[src/rtl/demux_stream_1n.sv]
// Registered 1-to-N stream demux with a one-entry holding register per channel; 1-cycle latency.
// in_ready drops only when the targeted channel (or, for broadcast, any channel) is full and not draining.
module demux_stream_1n #(
  parameter int WIDTH = 16,
  parameter int SEL_W = 4
) (
  input  logic                            clk,
  input  logic                            rst_n,
  input  logic [WIDTH-1:0]                v,
  input  logic [SEL_W-1:0]                s,
  input  logic                            bcast,
  input  logic                            in_valid,
  output logic                            in_ready,
  output logic [(2**SEL_W)*WIDTH-1:0]     a,
  output logic [(2**SEL_W)-1:0]           a_valid,
  input  logic [(2**SEL_W)-1:0]           a_ready,
  output logic [15:0]                     drop_cnt
);

  localparam int N = 2**SEL_W;

  logic [N-1:0]            vld_q, vld_d;
  logic [N-1:0][WIDTH-1:0] dat_q, dat_d;
  logic [15:0]             drop_cnt_q, drop_cnt_d;
  logic [N-1:0]            free;
  logic                    accept;

  always_comb begin
    free       = ~vld_q | a_ready;
    in_ready   = bcast ? (&free) : free[s];
    accept     = in_valid && in_ready;
    vld_d      = vld_q;
    dat_d      = dat_q;
    drop_cnt_d = drop_cnt_q;

    // A load wins over a drain so a channel can refill in the cycle it empties.
    for (int k = 0; k < N; k++) begin
      if (accept && (bcast || (s == SEL_W'(k)))) begin
        vld_d[k] = 1'b1;
        dat_d[k] = v;
      end else if (a_ready[k]) begin
        vld_d[k] = 1'b0;
        dat_d[k] = '0;
      end
    end

    if (in_valid && !in_ready && (drop_cnt_q != 16'hFFFF)) begin
      drop_cnt_d = drop_cnt_q + 16'd1;
    end
  end

  always_ff @(posedge clk or negedge rst_n) begin
    if (!rst_n) begin
      vld_q      <= '0;
      dat_q      <= '0;
      drop_cnt_q <= '0;
    end else begin
      vld_q      <= vld_d;
      dat_q      <= dat_d;
      drop_cnt_q <= drop_cnt_d;
    end
  end

  always_comb begin
    a = '0;
    for (int k = 0; k < N; k++) begin
      a[k*WIDTH +: WIDTH] = vld_q[k] ? dat_q[k] : '0;
    end
  end

  assign a_valid  = vld_q;
  assign drop_cnt = drop_cnt_q;

endmodule

[config.mk]
export PLATFORM = sky130hd
export DESIGN_NAME = demux_stream_1n
export DESIGN_NICKNAME = d
export VERILOG_FILES = /design/src/rtl/demux_stream_1n.sv
export SDC_FILE = /design/constraint.sdc
export NUM_CORES = 1
export LEC_CHECK = 0
export ABC_AREA = 1
export CAP_MARGIN = 20
export CORE_UTILIZATION = 24
export CTS_BUF_LIST = sky130_fd_sc_hd__clkbuf_4 sky130_fd_sc_hd__clkbuf_8
export CTS_CLUSTER_DIAMETER = 40
export CTS_CLUSTER_SIZE = 14
export DETAILED_ROUTE_END_ITERATION = 8
export GPL_ROUTABILITY_DRIVEN = 0
export SYNTH_ARGS = -nofsm -noshare
export SYNTH_HDL_FRONTEND = slang
export SYNTH_SLANG_ARGS = --single-unit
[constraint.sdc]
create_clock -name clk -period 3.9 [get_ports clk]
set_clock_uncertainty 0.1 [all_clocks]
set_input_delay 0.39 -clock clk [delete_from_list [all_inputs] [get_ports clk]]
set_output_delay 0.39 -clock clk [all_outputs]
set_load 0.02 [all_outputs]
==> reports/summary.txt, run 1 <==
Synth area leaders -> dfrtp_1, nand2_1, nand4_1
Crit path max-delay family -> buffers and inverters
Synth Register Bits -> 288
Synth Cell Area -> 14900 um^2
Multi-input logic area -> 5840 um^2
Commonest non-fill, non-tap cell in the layout -> nand2_1
Final period util -> 86.9%
Port Buffers -> 328
Total track usage -> 17.6%
Die footprint -> 63000 um^2
Final setup vio count -> 0
Fraction of the mapped netlist area in compound gates -> 0.698%
Critical Path Start Type -> input pin
Drt total wl -> 56.9 mm
Largest net degree at the start of global routing -> 131
Avg Inst Size Synth -> 7.47 um^2
Max Buffers Root-to-Sink -> 3
CP max stage cell -> clkdlybuf4s50_1
Post-detailed-route DRC marker count -> 0
Final count of hold timing violations -> 0
Starting Density -> 24.5%
VDD IR max -> 176 uV
CTS hold repair buffers -> 1
Initial antenna violation count -> 4
XOR/XNOR Fraction of Synth Area -> 0.824%
Post-route setup TNS -> 0 ns
Max Fclk -> 0.295 GHz
Adder-Cell Fraction of Synth Area -> 0.0841%
Simple-Gate Fraction of Synth Area -> 37.7%
Die Wd -> 251 um
Max FO, Critical Path -> 18
CP max stage delay -> 0.78 ns
Syn nets -> 2033
Layout cell share with drive strength beyond 1 -> 8.33%
Row Count -> 90
Reg area -> 7210 um^2
Pre-CTS WS -> 0.261 ns
Least-Margin Pin Slew -> 0.978 ns
MaxCap Viol Count -> 0
CP Class -> in2out
RSZ-0062 raised after global routing -> false
Nets -> 2295
Outcome -> finished clean
P&R area growth vs syn -> 34.2%
HP Class -> in2reg
FILL cells -> 6373
Most frequent cells in the layout -> nand2_1, clkdlybuf4s50_1, dfrtp_1
Clk root buf -> clkbuf_8
Crit path DAT -> 2.90 ns
Vias in the first global route -> 14500
Clock Latency Late Sink -> 0.63 ns
# Post-CTS Setup Buffers -> 0
Dpl hpwl -> 37.2 mm
CTS H-tree lvls -> 2
Sink Count -> 288
Cell area power density -> 405 nW/um^2
Main combinational cell family by area after synthesis -> simple AND/OR/NAND/NOR gates
Netlist cell types -> 24
Worst EP required -> 3.41 ns
Gate Count Post-Synth -> 1992
WP buf/inv -> 3
Iteration-0 DRC Markers -> 1259
Slew Limit Fails -> 0
Reg clk slew, reported paths -> 0.08 ns
Vias/cell -> 4.84
ANT nets after route -> 0
CP endpoint kind -> output port
Mux contribution to synthesized area -> 0%
Top cell type's share of synthesized area -> 48.4%
Sequential fraction of the synthesis area -> 48.4%
Slew margin rel. -> 34.8%
CTS tree -> yes
Vias -> 14900
Post-cts sizing count -> 0
Height of the die -> 251 um
Gr ovfl total -> 0
Routed len/inst -> 18.5 um
Core area -> 60800 um^2
CP cell instances -> clkdlybuf4s50_1, clkinv_1, nand4_1, nand4_1, nand2_1, nand2_1, o21bai_4, clkdlybuf4s50_1
Hold WS -> 0.160 ns
Setup slack after layout -> 0.511 ns
DRT Pass-1 Iters -> 5
Static Leak -> 11.3 nW
CTS Buf Count -> 50
Minimum clock period -> 3.39 ns
Cell taking the most area after synthesis -> dfrtp_1
Num ports -> 329
Ys Warns -> 0
Wire length of the first global-routing pass -> 86.1 mm
[per-layer routing]
metal	share of wire [%]	vias up	GRT usage [%]
met4	2.9	4	6.31
met1	43	7270	23.2
met2	47	569	28.6
met5	0.047	-	0
li1	-	6946	-
met3	6.4	111	3.35
[through the flow]
stage | std cells | instance area [um^2] | utilization [%] | power, mW
after floorplan | 1992 | 14900 | - | 4.33
after global placement | 2983 | 18800 | 31.0 | 5.01
after detailed placement | 2983 | 18800 | 31.0 | 5.04
after CTS | 3076 | 20000 | 32.8 | 8.19
after global routing | 3077 | 20000 | 32.8 | 8.47
final | 3078 | 20000 | 32.8 | 8.09
[tightest hold or removal path, stage by stage]
cell,delay [ns]
clkbuf_8,0.25
nand4_1,0.15
nand2_1,0.05
[synthesized netlist by cell type]
cell type  number
and3_1          1
buf_1          25
buf_2          35
buf_4           2
buf_6           2
clkbuf_1      113
clkinv_1       14
dfrtp_1       288
ha_1            1
inv_1         275
inv_2           4
nand2_1       618
nand2_2         1
nand3_1       267
nand3_2        16
nand4_1       260
nor2_1         34
nor2_2          1
nor3_1          3
o21ai_0         1
o21ai_1        16
o21bai_4        1
xnor2_1         6
xor2_1          8
[area by class of cell]
type / instances / area share [%]
antenna: 2 / 0.0251
clock buffer: 58 / 3.87
clock inverter: 34 / 1.77
inverter: 293 / 5.51
multi-input combinational: 1234 / 29.3
sequential: 288 / 36.1
tap: 782 / 4.90
timing repair buffer: 387 / 18.6
[kinds of logic (layout without fill, tap and decap cells)]
kind of cell	after synthesis	count (layout)
DFF	288	288
adders and majority gates	1	1
xor gates and xnor gates	14	14
AOI/OAI and AO/OA	18	18
buffers and inverters	470	772
other	0	2
and+or+nand+nor	1201	1201
[sequential cells by signal (all words and copies together), names as in the netlist]
register and count:
drop_cnt 16, dat_q 256, a_valid 16
[final timing paths]
check | start | endpoint | slack, ns | cells after the start
max | a_ready[5] | in_ready | 0.51 | 8
min | in_valid | dat_q[82]$_DFFE_PN0P_ | 0.16 | 3
min reg2reg | dat_q[208]$_DFFE_PN0P_ | dat_q[208]$_DFFE_PN0P_ | 0.40 | 2
max in group asynchronous | rst_n | dat_q[180]$_DFFE_PN0P_ | 2.35 | 3
min in group asynchronous | rst_n | drop_cnt[1]$_DFFE_PN0P_ | 0.33 | 2
max reg2reg | a_valid[7]$_DFFE_PN0P_ | drop_cnt[8]$_DFFE_PN0P_ | 0.62 | 14
[power breakdown]
| part | internal [mW] | total, mW | switching (mW) |
|---|---|---|---|
| Combinational | 0.517 | 1.57 | 1.05 |
| Clock | 1.62 | 3.10 | 1.49 |
| Sequential | 3.23 | 3.41 | 0.182 |
No activity file was read; power rests on OpenSTA's default activity.
==> run 2: changes to the inputs <==
Settings changed: HOLD_SLACK_MARGIN set to 0.08.
==> results of run 2 <==
No change in the layout: final DEF, timing and power equal those of run 1.
==> run 3: changes to the inputs <==
Settings changed: SETUP_SLACK_MARGIN set to 0.3.
==> run 3 against run 2 <==
Final area barely moved. Largest power group unchanged. Register-to-register slack barely moved. Critical endpoint is now drop_cnt[8]$_DFFE_PN0P_. Worst hold slack is essentially flat. Routed wire length hardly changed. Die area is the same.
==> reports/summary.txt, run 3 (synthesis results as in run 1) <==
Crit path DAT -> 3.67 ns (was 2.90 ns)
Power share of the combinational group -> 19.4% (about the same)
Most frequent cells in the layout -> nand2_1, clkdlybuf4s50_1, dfrtp_1 (unchanged)
Post-detailed-route DRC marker count -> 0 (unchanged)
Worst EP required -> 4.30 ns (was 3.41 ns)
NetSw -> 2.73 mW (was 2.72 mW)
Max reg flops -> 256 (unchanged)
Routed len/inst -> 18.5 um (about the same)
MaxCap Viol Count -> 0 (unchanged)
FF-to-FF path depth -> 14 (unchanged)
CTS Buf Count -> 50 (unchanged)
ANT nets after route -> 0 (unchanged)
Dpl hpwl -> 37.2 mm (unchanged)
Max Fclk -> 0.305 GHz (was 0.295 GHz)
Layout cell share with drive strength beyond 1 -> 8.33% (unchanged)
Static Leak -> 11.3 nW (about the same)
Total track usage -> 17.6% (unchanged)
Num ports -> 329 (unchanged)
Iteration-0 DRC Markers -> 1259 (unchanged)
Final setup vio count -> 0 (unchanged)
Wire length of the first global-routing pass -> 86.1 mm (unchanged)
Clk root buf -> clkbuf_8 (unchanged)
VDD IR max -> 176 uV (about the same)
Reg clk slew, reported paths -> 0.08 ns (about the same)
Slew margin rel. -> 34.8% (about the same)
Gr ovfl total -> 0 (unchanged)
Row Count -> 90 (unchanged)
Outcome -> finished clean (unchanged)
Cell area power density -> 405 nW/um^2 (about the same)
Cells on Worst Hold Path -> 3 (unchanged)
Port Buffers -> 328 (unchanged)
Critical Path Start Type -> register (was input pin)
Least-Margin Pin Slew -> 0.978 ns (about the same)
Die footprint -> 63000 um^2 (unchanged)
Reg power frac -> 42.2% (about the same)
CTS tree -> yes (unchanged)
Minimum clock period -> 3.28 ns (was 3.39 ns)
DRT Pass-1 Iters -> 5 (unchanged)
# Post-CTS Setup Buffers -> 0 (unchanged)
Starting Density -> 24.5% (unchanged)
Initial antenna violation count -> 4 (unchanged)
Commonest non-fill, non-tap cell in the layout -> nand2_1 (unchanged)
Max Buffers Root-to-Sink -> 3 (unchanged)
Slew Limit Fails -> 0 (unchanged)
CP Class -> reg2reg (was in2out)
CTS H-tree lvls -> 2 (unchanged)
HP Class -> in2reg (unchanged)
Vias -> 14900 (about the same)
Biggest register -> dat_q (unchanged)
Max FO, Critical Path -> 75 (was 18)
P&R area growth vs syn -> 34.2% (about the same)
Cell-internal power -> 5.37 mW (about the same)
Largest net degree at the start of global routing -> 131 (unchanged)
Switching share of power -> 33.7% (about the same)
Final Non-Filler Cells -> 3078 (unchanged)
Clock power share -> 38.4% (about the same)
Final count of hold timing violations -> 0 (unchanged)
Final period util -> 84.0% (was 86.9%)
Clock Latency Late Sink -> 0.63 ns (about the same)
RSZ-0062 raised after global routing -> false (unchanged)
Die Wd -> 251 um (unchanged)
Utilization after layout -> 32.8% (about the same)
CP endpoint kind -> register (was output port)
Post-Place Cells -> 2983 (unchanged)
Core area -> 60800 um^2 (unchanged)
Hold WS -> 0.160 ns (about the same)
Vias/cell -> 4.84 (about the same)
Post-route setup TNS -> 0 ns (unchanged)
Vias in the first global route -> 14500 (unchanged)
Nets -> 2295 (unchanged)
Height of the die -> 251 um (unchanged)
Sink Count -> 288 (unchanged)
Drt total wl -> 56.9 mm (about the same)
run 3: changes by cell type in the layout (fill, tap and decap cells not counted), sizes merged:
cell and change:
clkdlybuf4s50 -1, dlymetal6s2s +1
run 3: routing by layer:
layer / wire length (um) / vias to the layer above / global-route usage, %
met5: 27 / - / 0
met2: 26900 / 568 / 28.6
met3: 3670 / 111 / 3.35
met4: 1630 / 4 / 6.31
li1: - / 6946 / -
met1: 24700 / 7278 / 23.2
run 3: power by group through the flow:
stage          combinational (mW)  clock [mW]  sequential [mW]
4_1_cts                      1.59        3.19             3.41
5_1_grt                      1.71        3.32             3.44
3_3_place_gp                 1.55           0             3.46
3_5_place_dp                 1.58           0             3.46
2_1_floorplan               0.871           0             3.46
6_report                     1.57        3.10             3.41
run 3: final cells by class:
class | instances | area (um^2)
timing repair buffer | 387 | 3710
tap | 782 | 978
fill | 6372 | 40800
antenna | 2 | 5.00
clock buffer | 58 | 773
sequential | 288 | 7210
clock inverter | 34 | 353
multi-input combinational | 1234 | 5840
inverter | 293 | 1100
run 3: final timing paths:
kind | from | endpoint | slack, ns
hold reg to reg | dat_q[208]$_DFFE_PN0P_ | dat_q[208]$_DFFE_PN0P_ | 0.40
setup reg to reg | a_valid[7]$_DFFE_PN0P_ | drop_cnt[8]$_DFFE_PN0P_ | 0.62
hold / removal | in_valid | dat_q[82]$_DFFE_PN0P_ | 0.16
max in group asynchronous | rst_n | dat_q[180]$_DFFE_PN0P_ | 2.35
setup / recovery | a_valid[7]$_DFFE_PN0P_ | drop_cnt[8]$_DFFE_PN0P_ | 0.62
min in group asynchronous | rst_n | drop_cnt[1]$_DFFE_PN0P_ | 0.33
run 3: repair_timing:
item	in CTS	in global routing
hold buffers	1	0
resized for setup	0	1
endpoints found under the setup margin	0	1
hold endpoints to repair	110	0
run 3: through the flow:
step / worst slack, ns / power (mW) / instance area (um^2)
floorplan: 1.75 / 4.33 / 14900
global placement: 0.298 / 5.01 / 18800
detailed placement: 0.261 / 5.04 / 18800
CTS: 0.429 / 8.19 / 20000
global route: 0.321 / 8.47 / 20000
finish: 0.624 / 8.09 / 20000
run 3: critical path, cell delays in order (launching register included):
cell	delay [ns]
dfrtp_1	0.33
buf_4	0.21
inv_1	0.06
nor2_1	0.29
inv_1	0.15
nand2_1	0.09
nor2_1	0.06
nand3_1	0.07
nor2_1	0.05
o21bai_4	0.21
buf_12	0.22
nor2_2	0.60
inv_1	0.43
nand2_1	0.15
nand2_1	0.06
